**src/rtl/pixel_stream_sink_if.sv**
```systemverilog
// Pixel stream handshake between the coordinate generator (master) and the frame-buffer sink (slave).
interface pixel_stream_sink_if #(
    parameter int RBG_SIZE = 24
);
    logic                valid;
    logic [RBG_SIZE-1:0] colour;
    logic                first;
    logic                last_x;
    logic                last_y;
    logic                ready;

    modport master (output valid, output colour, output first, output last_x, output last_y, input ready);
    modport slave  (input valid, input colour, input first, input last_x, input last_y, output ready);
endinterface

```
**src/rtl/pixel_stream_sink.sv**
```systemverilog
// Pixel stream sink: checks frame framing, rebuilds x/y and writes pixels to a linear frame buffer at y*W+x.
// Optional feature macro PIXEL_SINK_ERR_CNT_EN adds a saturating sync-error counter output o_err_count.
module pixel_stream_sink #(
    parameter int DATA_WIDTH    = 32,
    parameter int RBG_SIZE      = 24,
    parameter int SCREEN_WIDTH  = 640,
    parameter int SCREEN_HEIGHT = 480,
    parameter int ADDR_WIDTH    = 19
) (
    input  logic                  clk,
    input  logic                  rst_n,
    pixel_stream_sink_if.slave    s_pix,
    input  logic                  i_mem_wait,
    output logic                  o_mem_wr,
    output logic [ADDR_WIDTH-1:0] o_mem_addr,
    output logic [RBG_SIZE-1:0]   o_mem_data,
    output logic [DATA_WIDTH-1:0] o_cur_x,
    output logic [DATA_WIDTH-1:0] o_cur_y,
`ifdef PIXEL_SINK_ERR_CNT_EN
    output logic [15:0]           o_err_count,
`endif
    output logic                  o_frame_done,
    output logic                  o_sync_err
);

    typedef enum logic [1:0] {WAIT_SOF, ACTIVE, RESYNC} state_t;

    typedef struct packed {
        logic [ADDR_WIDTH-1:0] addr;
        logic [RBG_SIZE-1:0]   data;
        logic [DATA_WIDTH-1:0] x;
        logic [DATA_WIDTH-1:0] y;
        logic                  eof;
    } entry_t;

    localparam logic [DATA_WIDTH-1:0] LAST_X = DATA_WIDTH'(SCREEN_WIDTH - 1);
    localparam logic [DATA_WIDTH-1:0] LAST_Y = DATA_WIDTH'(SCREEN_HEIGHT - 1);

    state_t                r_state;
    logic [DATA_WIDTH-1:0] r_x;
    logic [DATA_WIDTH-1:0] r_y;
    logic [ADDR_WIDTH-1:0] r_addr;
    logic                  r_ready;
    entry_t                r_buf [2];
    logic                  r_rd_ptr;
    logic                  r_wr_ptr;
    logic [1:0]            r_count;
    entry_t                r_out;
    logic                  r_out_vld;
    logic                  r_frame_done;
    logic                  r_sync_err;
`ifdef PIXEL_SINK_ERR_CNT_EN
    logic [15:0]           r_err_count;
`endif

    logic                  w_xfer;
    logic [DATA_WIDTH-1:0] w_pix_x;
    logic [DATA_WIDTH-1:0] w_pix_y;
    logic [ADDR_WIDTH-1:0] w_pix_addr;
    logic                  w_exp_last_x;
    logic                  w_exp_last_y;
    logic [DATA_WIDTH-1:0] w_next_x;
    logic [DATA_WIDTH-1:0] w_next_y;
    logic [ADDR_WIDTH-1:0] w_next_addr;
    logic                  w_push;
    logic                  w_err;
    logic                  w_eof;
    logic                  w_advance;
    state_t                w_next_state;
    entry_t                w_new;
    logic                  w_out_free;
    logic                  w_pop;
    logic                  w_bypass;
    logic                  w_fifo_push;
    logic [1:0]            w_count_nxt;

    // A first flag always re-anchors the pixel at (0,0), whatever the tracked position was.
    always_comb begin
        w_xfer       = s_pix.valid && r_ready;
        w_pix_x      = s_pix.first ? '0 : r_x;
        w_pix_y      = s_pix.first ? '0 : r_y;
        w_pix_addr   = s_pix.first ? '0 : r_addr;
        w_exp_last_x = (w_pix_x == LAST_X);
        w_exp_last_y = w_exp_last_x && (w_pix_y == LAST_Y);
        w_next_x     = w_exp_last_x ? '0 : w_pix_x + DATA_WIDTH'(1);
        w_next_y     = w_exp_last_x ? w_pix_y + DATA_WIDTH'(1) : w_pix_y;
        w_next_addr  = w_pix_addr + ADDR_WIDTH'(1);
        w_push       = 1'b0;
        w_err        = 1'b0;
        w_eof        = 1'b0;
        w_advance    = 1'b0;
        w_next_state = r_state;
        if (w_xfer) begin
            case (r_state)
                ACTIVE: begin
                    if (s_pix.first) begin
                        w_err     = 1'b1;
                        w_push    = 1'b1;
                        w_advance = 1'b1;
                    end else if ((s_pix.last_x != w_exp_last_x) || (s_pix.last_y != w_exp_last_y)) begin
                        w_err        = 1'b1;
                        w_next_state = RESYNC;
                    end else begin
                        w_push = 1'b1;
                        if (w_exp_last_y) begin
                            w_eof        = 1'b1;
                            w_next_state = WAIT_SOF;
                        end else begin
                            w_advance = 1'b1;
                        end
                    end
                end
                default: begin
                    if (s_pix.first) begin
                        w_push = 1'b1;
                        if (s_pix.last_y && w_exp_last_y) begin
                            w_eof        = 1'b1;
                            w_next_state = WAIT_SOF;
                        end else begin
                            w_advance    = 1'b1;
                            w_next_state = ACTIVE;
                        end
                    end
                end
            endcase
        end
        w_new.addr = w_pix_addr;
        w_new.data = s_pix.colour;
        w_new.x    = w_pix_x;
        w_new.y    = w_pix_y;
        w_new.eof  = w_eof;
    end

    // Output register drains the skid buffer first; a new pixel bypasses straight to it when the buffer is empty.
    always_comb begin
        w_out_free  = !r_out_vld || !i_mem_wait;
        w_pop       = w_out_free && (r_count != 2'd0);
        w_bypass    = w_out_free && (r_count == 2'd0) && w_push;
        w_fifo_push = w_push && !w_bypass;
        w_count_nxt = r_count + {1'b0, w_fifo_push} - {1'b0, w_pop};
    end

    always_ff @(posedge clk or negedge rst_n) begin
        if (!rst_n) begin
            r_state      <= WAIT_SOF;
            r_x          <= '0;
            r_y          <= '0;
            r_addr       <= '0;
            r_ready      <= 1'b0;
            for (int i = 0; i < 2; i++) r_buf[i] <= '0;
            r_rd_ptr     <= 1'b0;
            r_wr_ptr     <= 1'b0;
            r_count      <= 2'd0;
            r_out        <= '0;
            r_out_vld    <= 1'b0;
            r_frame_done <= 1'b0;
            r_sync_err   <= 1'b0;
`ifdef PIXEL_SINK_ERR_CNT_EN
            r_err_count  <= '0;
`endif
        end else begin
            r_state <= w_next_state;
            if (w_advance) begin
                r_x    <= w_next_x;
                r_y    <= w_next_y;
                r_addr <= w_next_addr;
            end
            if (w_fifo_push) begin
                r_buf[r_wr_ptr] <= w_new;
                r_wr_ptr        <= ~r_wr_ptr;
            end
            if (w_pop) r_rd_ptr <= ~r_rd_ptr;
            r_count <= w_count_nxt;
            r_ready <= (w_count_nxt != 2'd2);
            if (w_out_free) begin
                if (r_count != 2'd0) begin
                    r_out     <= r_buf[r_rd_ptr];
                    r_out_vld <= 1'b1;
                end else if (w_push) begin
                    r_out     <= w_new;
                    r_out_vld <= 1'b1;
                end else begin
                    r_out_vld <= 1'b0;
                end
            end
            r_frame_done <= r_out_vld && !i_mem_wait && r_out.eof;
            r_sync_err   <= w_err;
`ifdef PIXEL_SINK_ERR_CNT_EN
            if (w_err && (r_err_count != 16'hFFFF)) r_err_count <= r_err_count + 16'd1;
`endif
        end
    end

    assign s_pix.ready  = r_ready;
    assign o_mem_wr     = r_out_vld;
    assign o_mem_addr   = r_out.addr;
    assign o_mem_data   = r_out.data;
    assign o_cur_x      = r_out.x;
    assign o_cur_y      = r_out.y;
    assign o_frame_done = r_frame_done;
    assign o_sync_err   = r_sync_err;
`ifdef PIXEL_SINK_ERR_CNT_EN
    assign o_err_count  = r_err_count;
`endif

endmodule

```
**src/flat_wrapper.sv**
```systemverilog
// flat-port wrapper written by rule: the top's interface ports become plain ports
module pixel_stream_sink_flat 
#(
    parameter int DATA_WIDTH    = 32,
    parameter int RBG_SIZE      = 24,
    parameter int SCREEN_WIDTH  = 640,
    parameter int SCREEN_HEIGHT = 480,
    parameter int ADDR_WIDTH    = 19
)
  (clk, rst_n, i_mem_wait, o_mem_wr, o_mem_addr, o_mem_data, o_cur_x, o_cur_y, o_frame_done, o_sync_err, s_pix_valid, s_pix_colour, s_pix_first, s_pix_last_x, s_pix_last_y, s_pix_ready);
  pixel_stream_sink_if #(.RBG_SIZE(RBG_SIZE)) s_pix_i ();
  input  logic clk;
  input  logic rst_n;
  input  logic i_mem_wait;
  output logic o_mem_wr;
  output logic [ADDR_WIDTH-1:0] o_mem_addr;
  output logic [RBG_SIZE-1:0] o_mem_data;
  output logic [DATA_WIDTH-1:0] o_cur_x;
  output logic [DATA_WIDTH-1:0] o_cur_y;
  output logic o_frame_done;
  output logic o_sync_err;
  input wire logic [$bits(s_pix_i.valid)-1:0] s_pix_valid;
  input wire logic [$bits(s_pix_i.colour)-1:0] s_pix_colour;
  input wire logic [$bits(s_pix_i.first)-1:0] s_pix_first;
  input wire logic [$bits(s_pix_i.last_x)-1:0] s_pix_last_x;
  input wire logic [$bits(s_pix_i.last_y)-1:0] s_pix_last_y;
  output wire logic [$bits(s_pix_i.ready)-1:0] s_pix_ready;
  assign s_pix_i.valid = s_pix_valid;
  assign s_pix_i.colour = s_pix_colour;
  assign s_pix_i.first = s_pix_first;
  assign s_pix_i.last_x = s_pix_last_x;
  assign s_pix_i.last_y = s_pix_last_y;
  assign s_pix_ready = s_pix_i.ready;
  pixel_stream_sink #(.DATA_WIDTH(DATA_WIDTH), .RBG_SIZE(RBG_SIZE), .SCREEN_WIDTH(SCREEN_WIDTH), .SCREEN_HEIGHT(SCREEN_HEIGHT), .ADDR_WIDTH(ADDR_WIDTH)) u_core (.clk(clk), .rst_n(rst_n), .s_pix(s_pix_i), .i_mem_wait(i_mem_wait), .o_mem_wr(o_mem_wr), .o_mem_addr(o_mem_addr), .o_mem_data(o_mem_data), .o_cur_x(o_cur_x), .o_cur_y(o_cur_y), .o_frame_done(o_frame_done), .o_sync_err(o_sync_err));
endmodule
```
**config.mk**
```make
export PLATFORM = sky130hd
export DESIGN_NAME = pixel_stream_sink_flat
export DESIGN_NICKNAME = d
export VERILOG_FILES = /design/src/rtl/pixel_stream_sink_if.sv /design/src/rtl/pixel_stream_sink.sv /design/src/flat_wrapper.sv
export SDC_FILE = /design/constraint.sdc
export NUM_CORES = 1
export LEC_CHECK = 0
export BUFFER_PORTS_ARGS = -buffer_cell sky130_fd_sc_hd__buf_2
export CAP_MARGIN = 30
export CORE_AREA = 5 5 287 289
export DETAILED_ROUTE_END_ITERATION = 10
export DIE_AREA = 0 0 292 294
export GPL_ROUTABILITY_DRIVEN = 0
export SETUP_SLACK_MARGIN = 0.5
export SYNTH_ARGS = -nofsm -noshare
export SYNTH_HDL_FRONTEND = slang
export SYNTH_SLANG_ARGS = --single-unit
```
**constraint.sdc**
```tcl
create_clock -name clk -period 4.7 [get_ports clk]
set_clock_uncertainty 0.15 [all_clocks]
set_input_delay 0.94 -clock clk [delete_from_list [all_inputs] [get_ports clk]]
set_output_delay 0.94 -clock clk [all_outputs]
set_load 0.05 [all_outputs]
```
# Word-level counts from Yosys, hierarchy flattened
# Index checks and enable logic that the tools add are counted.
[word_totals] word_cells=111 register_bits=417
[classes] reduce_logical=22 mux=44 n_addsub=5 eq_ne=7 n_lt_le_gt_ge=3 n_bitwise=4
[op_table] operator="$mux 108" n=6
[op_table] operator="$bwmux 216" n=1
[op_table] operator="$mux 32" n=4
[op_table] operator="$demux 108 s1" n=1
[op_table] operator="$add 32x1->32 const B" n=2
[op_table] operator="$eq 32x10->1 const B" n=1
[op_table] operator="$eq 32x9->1 const B" n=1
[op_table] operator="$mux 1" n=26
[op_table] operator="$add 19x1->19 const B" n=1
[op_table] operator="$mux 19" n=1
[op_table] operator="$logic_and 1x1->1" n=10
[op_table] operator="$mux 2" n=5
[op_table] operator="$reduce_bool 2->1" n=3
[op_table] operator="$ge 2x2->1 const B" n=2
[op_table] operator="$ne 2x2->1 const B" n=2
[op_table] operator="$not 1->2" n=2
[op_table] operator="$reduce_and 4->1" n=1
[op_table] operator="$logic_not 1->1" n=3
[op_table] operator="$reduce_bool 3->1" n=1
[op_table] operator="$add 2x1->2" n=1
[op_table] operator="$eq 2x1->1 const B" n=1
[op_table] operator="$logic_not 2->1" n=1
[op_table] operator="$logic_or 1x1->1" n=2
[op_table] operator="$lt 2x1->1 const B" n=1
[op_table] operator="4 further kinds" n=6

# Logic depth before layout (Yosys ltp)
# Gate-level depths: netlist (run 1).
[depth] ltp_word=15 mapped_depth=18 ltp_nobuf=14

# Worst setup path after synthesis (run 1)
# No wires, ideal clock.
[synth_timing] kind="input-to-reg" from="input port s_pix_first" to="register u_core.r_y[22]" path_stages=18 n_path_buf=4 setup_slack_ns=0.023 setup_ns=0.080 t_arrival_ns=4.447 path_cell_list="clkbuf_1 -> clkbuf_1 -> clkbuf_1 -> nor2b_1 -> ha_1 -> and4b_1 -> nand4_1 -> nor3_1 -> nand2_1 -> inv_1 -> ha_1 -> nand2b_1 -> a21o_1 -> or4_1 -> or3_1 -> clkbuf_1 -> nor4_1 -> xnor2_1"
[synth_between] elab_chain_len=9 word_cells_on_any_way=18
[synth_lines] element="from (decl)" line_no="flat_wrapper.sv:24" rtl="input wire logic [$bits(s_pix_i.first)-1:0] s_pix_first;"
[synth_lines] element="$mux 32 (*)" line_no="pixel_stream_sink.sv:80" rtl="w_pix_x = s_pix.first ? '0 : r_x;"
[synth_lines] element="via u_core.w_pix_x[0]" line_no="pixel_stream_sink.sv:57" rtl="logic [DATA_WIDTH-1:0] w_pix_x;"
[synth_lines] element="$eq 32x10->1 (*)" line_no="pixel_stream_sink.sv:83" rtl="w_exp_last_x = (w_pix_x == LAST_X);"
[synth_lines] element="$logic_and 1x1->1" line_no="pixel_stream_sink.sv:84" rtl="w_exp_last_y = w_exp_last_x && (w_pix_y == LAST_Y);"
[synth_lines] element="$ne 1x1->1" line_no="pixel_stream_sink.sv:100" rtl="end else if ((s_pix.last_x != w_exp_last_x) || (s_pix.last_y != w_exp_last_y)) begin"
[synth_lines] element="$logic_or 1x1->1" line_no="pixel_stream_sink.sv:100"
[synth_lines] element="$mux 1" line_no="pixel_stream_sink.sv:100"
[synth_lines] element="$mux 1" line_no="pixel_stream_sink.sv:96" rtl="if (s_pix.first) begin"
[synth_lines] element="$mux 1" line_no="pixel_stream_sink.sv:94" rtl="case (r_state)"
[synth_lines] element="$mux 1" line_no="pixel_stream_sink.sv:93" rtl="if (w_xfer) begin"
[synth_lines] element="to (signal assigned)" line_no="pixel_stream_sink.sv:165" rtl="r_y <= w_next_y;"
[synth_lines] element="to (decl)" line_no="pixel_stream_sink.sv:41" rtl="logic [DATA_WIDTH-1:0] r_y;"
# The timed path passes the listed nets; every way through them passes the cells marked *.
# A chain may end at the register's enable or synchronous reset.

# Worst setup path after layout (run 1)
[layout_timing] from="register u_core.r_y[11]" to="register u_core.r_buf[109] in the netlist's numbering"
[layout_between] elab_chain_len=12
[layout_lines] element="$mux 32 (*)" line_no="pixel_stream_sink.sv:81" rtl="w_pix_y = s_pix.first ? '0 : r_y;"
[layout_lines] element="$eq 32x9->1 (*)" line_no="pixel_stream_sink.sv:84"
[layout_lines] element="$logic_and 1x1->1 (*)" line_no="pixel_stream_sink.sv:84"
[layout_lines] element="$ne 1x1->1 (*)" line_no="pixel_stream_sink.sv:100"
[layout_lines] element="$logic_or 1x1->1 (*)" line_no="pixel_stream_sink.sv:100"
[layout_lines] element="$mux 1 (*)" line_no="pixel_stream_sink.sv:100"
[layout_lines] element="$mux 1 (*)" line_no="pixel_stream_sink.sv:96"
[layout_lines] element="$mux 1 (*)" line_no="pixel_stream_sink.sv:94"
[layout_lines] element="$mux 1 (*)" line_no="pixel_stream_sink.sv:93"
[layout_lines] element="$logic_and 1x1->1" line_no="pixel_stream_sink.sv:138" rtl="w_bypass = w_out_free && (r_count == 2'd0) && w_push;"
[layout_lines] element="$logic_not 1->1" line_no="pixel_stream_sink.sv:139" rtl="w_fifo_push = w_push && !w_bypass;"
[layout_lines] element="$logic_and 1x1->1 (*)" line_no="pixel_stream_sink.sv:139"
[layout_lines] element="to (signal, indexed assignment)" line_no="pixel_stream_sink.sv:169" rtl="r_buf[r_wr_ptr] <= w_new;"
[layout_lines] element="to (decl)" line_no="pixel_stream_sink.sv:44" rtl="entry_t r_buf [2];"
# Every way passes the cells marked *; elsewhere a longest branch is shown, timed or not.

==> results of run 1 <==
==> state kept, by name, indices dropped and copies added (netlist names), 2 cells and up <==
register / flops
u_core.o_mem_addr: 19
u_core.r_x: 32
u_core.o_mem_data: 24
u_core.r_count: 2
u_core.r_buf: 216
u_core.o_cur_x: 32
u_core.r_state: 2
u_core.r_addr: 19
u_core.r_y: 32
u_core.o_cur_y: 32
==> stage by stage <==
step / hold slack, ns / total power [mW] / instance area, µm² / utilization / setup slack (ns)
2_1_floorplan: 0.3079 / 10.15 / 21430 / - / 0.4811
3_3_place_gp: 0.3174 / 11.07 / 22580 / 0.2835 / 0.2819
3_5_place_dp: 0.3270 / 11.19 / 22580 / 0.2835 / 0.1682
4_1_cts: 0.3341 / 14.79 / 24020 / 0.3017 / 0.6296
5_1_grt: 0.3377 / 15.33 / 24060 / 0.3021 / 0.5322
6_report: 0.2690 / 14.55 / 24060 / 0.3022 / 0.7076
==> how the worst max path moves through the flow <==
stage | from | end | slack (ns) | cells after the start
floorplan | s_pix_first | u_core.r_buf[132]$_DFFE_PN0P_ | 0.48 | 18
global placement | s_pix_first | u_core.o_cur_y[4]$_DFFE_PN0P_ | 0.28 | 15
detailed placement | s_pix_first | u_core.o_cur_x[17]$_DFFE_PN0P_ | 0.17 | 15
CTS | u_core.r_y[30]$_DFFE_PN0P_ | u_core.o_cur_y[8]$_DFFE_PN0P_ | 0.63 | 12
global route | u_core.r_y[30]$_DFFE_PN0P_ | u_core.r_buf[117]$_DFFE_PN0P_ | 0.53 | 11
finish | u_core.r_y[11]$_DFFE_PN0P_ | u_core.r_buf[109]$_DFFE_PN0P_ | 0.71 | 11
==> final cells by class <==
type / instances / area, µm²
Tap cell: 1060 / 1326
Timing Repair Buffer: 185 / 1265
Sequential cell: 417 / 10440
Fill cell: 8133 / 55570
Clock buffer: 64 / 1297
Antenna cell: 4 / 10.01
Clock inverter: 15 / 151.4
Inverter: 11 / 43.79
Multi-Input combinational cell: 1241 / 9532
==> routing by layer <==
metal | wire length, µm | vias to the layer above
met5 | 0 | -
met4 | 1427 | 0
met3 | 2649 | 95
met2 | 26420 | 363
met1 | 24500 | 7545
li1 | - | 6843
==> timing repair <==
action,4_1_cts,5_1_grt
resized for setup,0,2
setup endpoints to repair,0,24
setup buffers,0,0
==> placed cells by master, fill, tap and decap left out, types with 8 or more instances in the layout <==
cell type / instances
a21oi_1: 11
a221o_1: 8
a2bb2oi_1: 107
and3_1: 10
buf_12: 17
buf_2: 139
buf_4: 27
clkbuf_1: 9
clkbuf_16: 45
clkbuf_8: 10
dfrtp_1: 416
inv_1: 8
mux2_1: 10
mux2_2: 187
mux2_4: 22
mux2i_1: 109
nand2_1: 220
nand3_1: 23
nand4_1: 26
nor2_1: 46
nor2b_1: 80
nor3_1: 32
nor4_1: 26
o211ai_1: 10
o21ai_0: 21
o311ai_0: 9
o31ai_1: 111
or3_1: 11
xnor2_1: 32
xor2_1: 12
==> power groups by stage <==
stage | registers (mW) | logic, mW | clock network (mW)
2_1_floorplan | 4.84 | 5.30 | 0
4_1_cts | 5.04 | 6.12 | 3.63
5_1_grt | 5.14 | 6.44 | 3.75
6_report | 5.03 | 6.02 | 3.50
3_5_place_dp | 5.09 | 6.10 | 0
3_3_place_gp | 5.07 | 6.01 | 0
==> kinds of logic after synthesis <==
group | synth area share
flip-flops | 0.4898
XOR/XNOR | 0.01809
buffers and inverters | 0.06759
AND/OR/NAND/NOR | 0.1258
multiplexers | 0.1717
AO/OA/AOI/OAI | 0.1241
adder cells (fa/ha/maj) | 0.002936
==> worst max-delay path, stage by stage, from the launching register on <==
cell	delay, ns
dfrtp_1	0.42
or4b_1	0.55
or4_4	0.51
nor4_1	0.28
nand2_1	0.13
inv_2	0.08
ha_4	0.15
inv_4	0.05
a41oi_4	0.34
or3_4	0.21
buf_4	0.52
mux2_2	0.41
==> metrics.txt, run 1 <==
status=completed; crit path capture type=flop; Num CTS Buffers=44; cell taking the most area after synthesis=dfrtp_1; TNS Setup=0 ns; Die W=292 µm; Final #Nets=1936; Slew Limit Headroom=0.3277; Tmin final=3.992 ns; pwr dens=604.6 nW/µm²; Pleak=10.85 nW; Yosys reg bits=417; CTS Hold Bufs=0; CTS tree=built; power share of the clock group=0.240; RR Endpoint=u_core.r_buf[109]$_DFFE_PN0P_; Layout area overhead=12.94%; WS Path Type=flop to flop; Max Freq=250.5 MHz; Fin. Hold Viols=0; VDD IR-drop max=0.0004369 V; Max clock buf depth=3; Remaining DRCs=0; core footprint=79640 µm²; critical path data arrival time=4.28 ns; Antenna Nets Post-Route=0; Seq/Total Area, Yosys=0.4898; clk sink count=417; RSZ-0062 raised after global routing=false; DRT iter0 DRCs=1249; net count after synthesis=1946; P_sw=6.023 mW; most frequent cell after synthesis=dfrtp_1; Seq pwr share=0.346; clk root buf=clkbuf_16; largest net degree at the start of global routing=215; internal power=8.527 mW; Placed Cells=2913; vias per cell=4.954; worst path required time=4.99 ns; met1 Use GR=0.1644; Syn Std Cell Area=21310 µm²; GRT Max-Usage Layer=met2; count of cell types in the netlist=78; final setup fails=0; Comb pwr share=0.414; number of global-route vias before repair=15.18k; Async S/R FF share, synth=1.000; port buffer count=141; vias post-DR=14.85k; aggregate global routing overflow=0; grt met2 use=0.2093; layout cell share with drive strength beyond 1=0.2566; Max Slew Vio Count=0; first-pass GRT wire length=88010 µm; synthesized instance count=1910; origin of the critical flop-to-flop path=u_core.r_y[11]$_DFFE_PN0P_; initial antenna violation count=4; Post-synth EDFFs=0; die area=85850 µm²; gr usage total=0.1243; wire length per cell=18.35 µm; Worst Path Max Fanout=43; largest cells by area after synthesis=dfrtp_1, mux2_2, mux2i_1; drt pass-1 iters=5; reg2reg setup slack=0.71 ns; # IOs=142; initial core utilization=0.2675; final WL=55000 µm; Ys Warns=0; Post-synth top cells=dfrtp_1, nand2_1, mux2_2; mean post-synth cell area=11.16 µm²; Final Cycle Share=0.8494; # rows=104; Finished Layout Cells=2997; CTS HTree Levels=2; worst hold path class=input pin to async pin; Max Cap Viol=0; critical path startpoint category=flop; Top FF cell, synth=dfrtp_1; Sw Ratio=0.4140; worst slew pin tran=1.008 ns; met3 Use GR=0.02279; worst-skew pair later-pin latency=0.57 ns; Die H=294 µm; Worst-path clk slew=0.06 ns; DP Wirelength=36120 µm; top cell type's share of synthesized area=0.4898; R2R cell count=11
Power figures use the tool's default switching activity.
==> inputs of run 2 (changes only) <==
--- a/config.mk
+++ b/config.mk
@@ -5,11 +5,12 @@
 export SDC_FILE = /design/constraint.sdc
 export NUM_CORES = 1
 export LEC_CHECK = 0
+export ABC_AREA = 1
 export BUFFER_PORTS_ARGS = -buffer_cell sky130_fd_sc_hd__buf_2
 export CAP_MARGIN = 30
-export CORE_AREA = 5 5 287 289
+export CORE_AREA = 5 5 288 290
 export DETAILED_ROUTE_END_ITERATION = 10
-export DIE_AREA = 0 0 292 294
+export DIE_AREA = 0 0 293 295
 export GPL_ROUTABILITY_DRIVEN = 0
 export SETUP_SLACK_MARGIN = 0.5
 export SYNTH_ARGS = -nofsm -noshare
==> constraint.sdc (replaced) <==
create_clock -name clk -period 4.2 [get_ports clk]
set_clock_uncertainty 0.15 [all_clocks]
set_input_delay 0.84 -clock clk [delete_from_list [all_inputs] [get_ports clk]]
set_output_delay 0.84 -clock clk [all_outputs]
set_load 0.05 [all_outputs]
==> run 2 against run 1 <==
First-iteration DRC count decreased by 5.3%. Clock power increased by 18%. Routed wire length increased by 5.1%. Sequential power increased by 5.2%. Register-to-register slack improved by 0.34 ns. Clock-buffer cell count increased by 9. Via count increased by 19%. Die area increased by 0.68%.
==> metrics.txt, run 2 <==
status=completed; Final #Nets=2784; Async S/R FF share, synth=1.000; Antenna Nets Post-Route=0; commonest cells after routing, fill and taps aside=nand2_1, dfrtp_1, o21ai_1, nor2_1, inv_1; Fin. Hold Viols=0; wire length per cell=15.03 µm; crit path capture type=flop; Biggest register=u_core.r_buf; DRT iter0 DRCs=1183; critical path startpoint category=input pin; commonest non-fill, non-tap cell in the layout=nand2_1; Remaining DRCs=0; Util after Layout=0.3016; CTS Hold Bufs=0; final setup fails=0; gr usage total=0.1309; DP Wirelength=38520 µm; core footprint=80030 µm²; CTS HTree Levels=2; Largest register FFs=216; Die H=295 µm; cell breakdown of the critical path=buf_2 > inv_16 > buf_4 > nand2_2 > nand2_1 > nor2_1 > nand2_1 > nor2_4 > nand2_2 > nor4_2 > ha_1 > inv_1 > nand4_1 > nand2_4 > nand3_4 > buf_12 > nand2_1 > o21ai_1; final WL=57800 µm; Post-synth top cells=nand2_1, dfrtp_1, o21ai_0; Final Cycle Share=0.8214; largest cells by area after synthesis=dfrtp_1, nand2_1, o21ai_0; clk sink count=417; Max Freq=289.9 MHz; filler instances=8577; Pleak=11.41 nW; largest net degree at the start of global routing=193; pwr dens=614.2 nW/µm²; TNS Setup=0 ns; slowest CP cell=ha_1; critical path data arrival time=3.74 ns; Post-synth EDFFs=0; cell taking the most area after synthesis=dfrtp_1; initial antenna violation count=2; final hold slack=0.1190 ns; VDD IR-drop max=0.0003081 V; largest delay contributor family on the critical path=simple AND/OR/NAND/NOR gates; CTS tree=built; RSZ-0062 raised after global routing=false; Max Cap Viol=0; worst path required time=4.49 ns; Top FF cell, synth=dfrtp_1; worst-skew pair later-pin latency=0.59 ns; worst slew pin tran=0.9799 ns; count of cell types in the netlist=36; first-pass GRT wire length=94070 µm; Crit path top cell by count=nand2_1; Max clock buf depth=3; Yosys reg bits=417; vias per cell=4.583; Tmin final=3.450 ns; port buffer count=141; Die W=293 µm; aggregate global routing overflow=0; area occupied by multi-input gates=8931 µm²; Post-CTS Resized=0; top cell type's share of synthesized area=0.4874; drt pass-1 iters=5; Post-CTS Setup Bufs=0; # IOs=142; WS Path Type=input pin to flop; most frequent cell after synthesis=nand2_1; Num CTS Buffers=46; Worst-path clk slew=0.06 ns; die area=86440 µm²; mean post-synth cell area=7.749 µm²; max incr delay on CP=0.29 ns; fin area=24140 µm²; Buf/Inv on CP=5; clk root buf=clkbuf_16; worst hold path class=input pin to async pin; # rows=104; Ys Warns=0; Worst Path Max Fanout=106; initial core utilization=0.2675; Max Slew Vio Count=0; Slew Limit Headroom=0.3467; Layout area overhead=12.75%; number of global-route vias before repair=16.49k; Seq/Total Area, Yosys=0.4874; layout cell share with drive strength beyond 1=0.1070; net count after synthesis=2799; synthesized instance count=2763; DP Area=22590 µm²; vias post-DR=17.63k; storage element area=10440 µm²; Syn Std Cell Area=21410 µm²
==> run 2: power by group <==
group          internal, mW  switching (mW)
Clock                  2.45            1.69
Combinational          1.40            4.01
Sequential             4.77           0.512
Total                  8.62            6.20
==> run 2: layer usage <==
layer | global-route usage | routed length (µm) | vias up
li1 | - | - | 8805
met1 | 0.1855 | 27080 | 8344
met2 | 0.2054 | 25640 | 403
met3 | 0.03110 | 3996 | 71
met4 | 0.02817 | 1072 | 2
met5 | 0 | 7 | -
==> run 2: stage by stage <==
step | power [mW] | worst slack (ns) | cells
3_5_place_dp | 10.89 | 0.2000 | 3760
5_1_grt | 15.84 | 0.5438 | 3845
6_report | 14.82 | 0.7503 | 3846
2_1_floorplan | 9.872 | 0.4318 | 2763
3_3_place_gp | 10.83 | 0.2595 | 3760
4_1_cts | 15.11 | 0.8054 | 3845
==> run 2: cell families after synthesis <==
group | share of synthesized area
AOI/OAI and AO/OA | 0.1344
xor gates and xnor gates | 0.02782
adders and majority gates | 0.002922
buffers and inverters | 0.09795
DFF | 0.4874
and+or+nand+nor | 0.2495
==> run 2: path summary, 6_finish.rpt <==
check                                                from                           endpoint  slack, ns  depth (start not counted)
setup / recovery                              s_pix_first       u_core.r_buf[62]$_DFFE_PN0P_       0.75                         18
hold / removal                                      rst_n  u_core.o_mem_data[12]$_DFFE_PN0P_       0.12                          1
setup reg to reg                u_core.r_x[7]$_DFFE_PN0P_       u_core.r_buf[62]$_DFFE_PN0P_       1.05                         15
hold reg to reg            u_core.o_cur_x[12]$_DFFE_PN0P_     u_core.o_cur_x[12]$_DFFE_PN0P_       0.31                          2
max in group asynchronous                           rst_n     u_core.o_cur_y[26]$_DFFE_PN0P_       2.84                          2
min in group clk                               i_mem_wait      u_core.o_frame_done$_DFF_PN0_       0.26                          2
==> run 2: final cells by class <==
class | instances | area share
timing repair buffer | 194 | 0.05339
sequential | 417 | 0.4325
multi-input combinational | 1933 | 0.3700
clock buffer | 73 | 0.05733
inverter | 156 | 0.02498
tap | 1060 | 0.05494
antenna | 1 | 0.0001037
clock inverter | 12 | 0.006790
==> run 2: worst register-to-register path, cell delays in order, from the launching register on <==
cell and delay, ns:
dfrtp_1 0.42, nor2_1 0.22, nand2_1 0.10, nor2_1 0.16
nand2_1 0.11, nor2_4 0.16, nand2_2 0.12, nor4_2 0.19
ha_1 0.29, inv_1 0.08, nand4_1 0.14, nand2_4 0.18
nand3_4 0.12, buf_12 0.21, nand2_1 0.28, o21ai_1 0.08
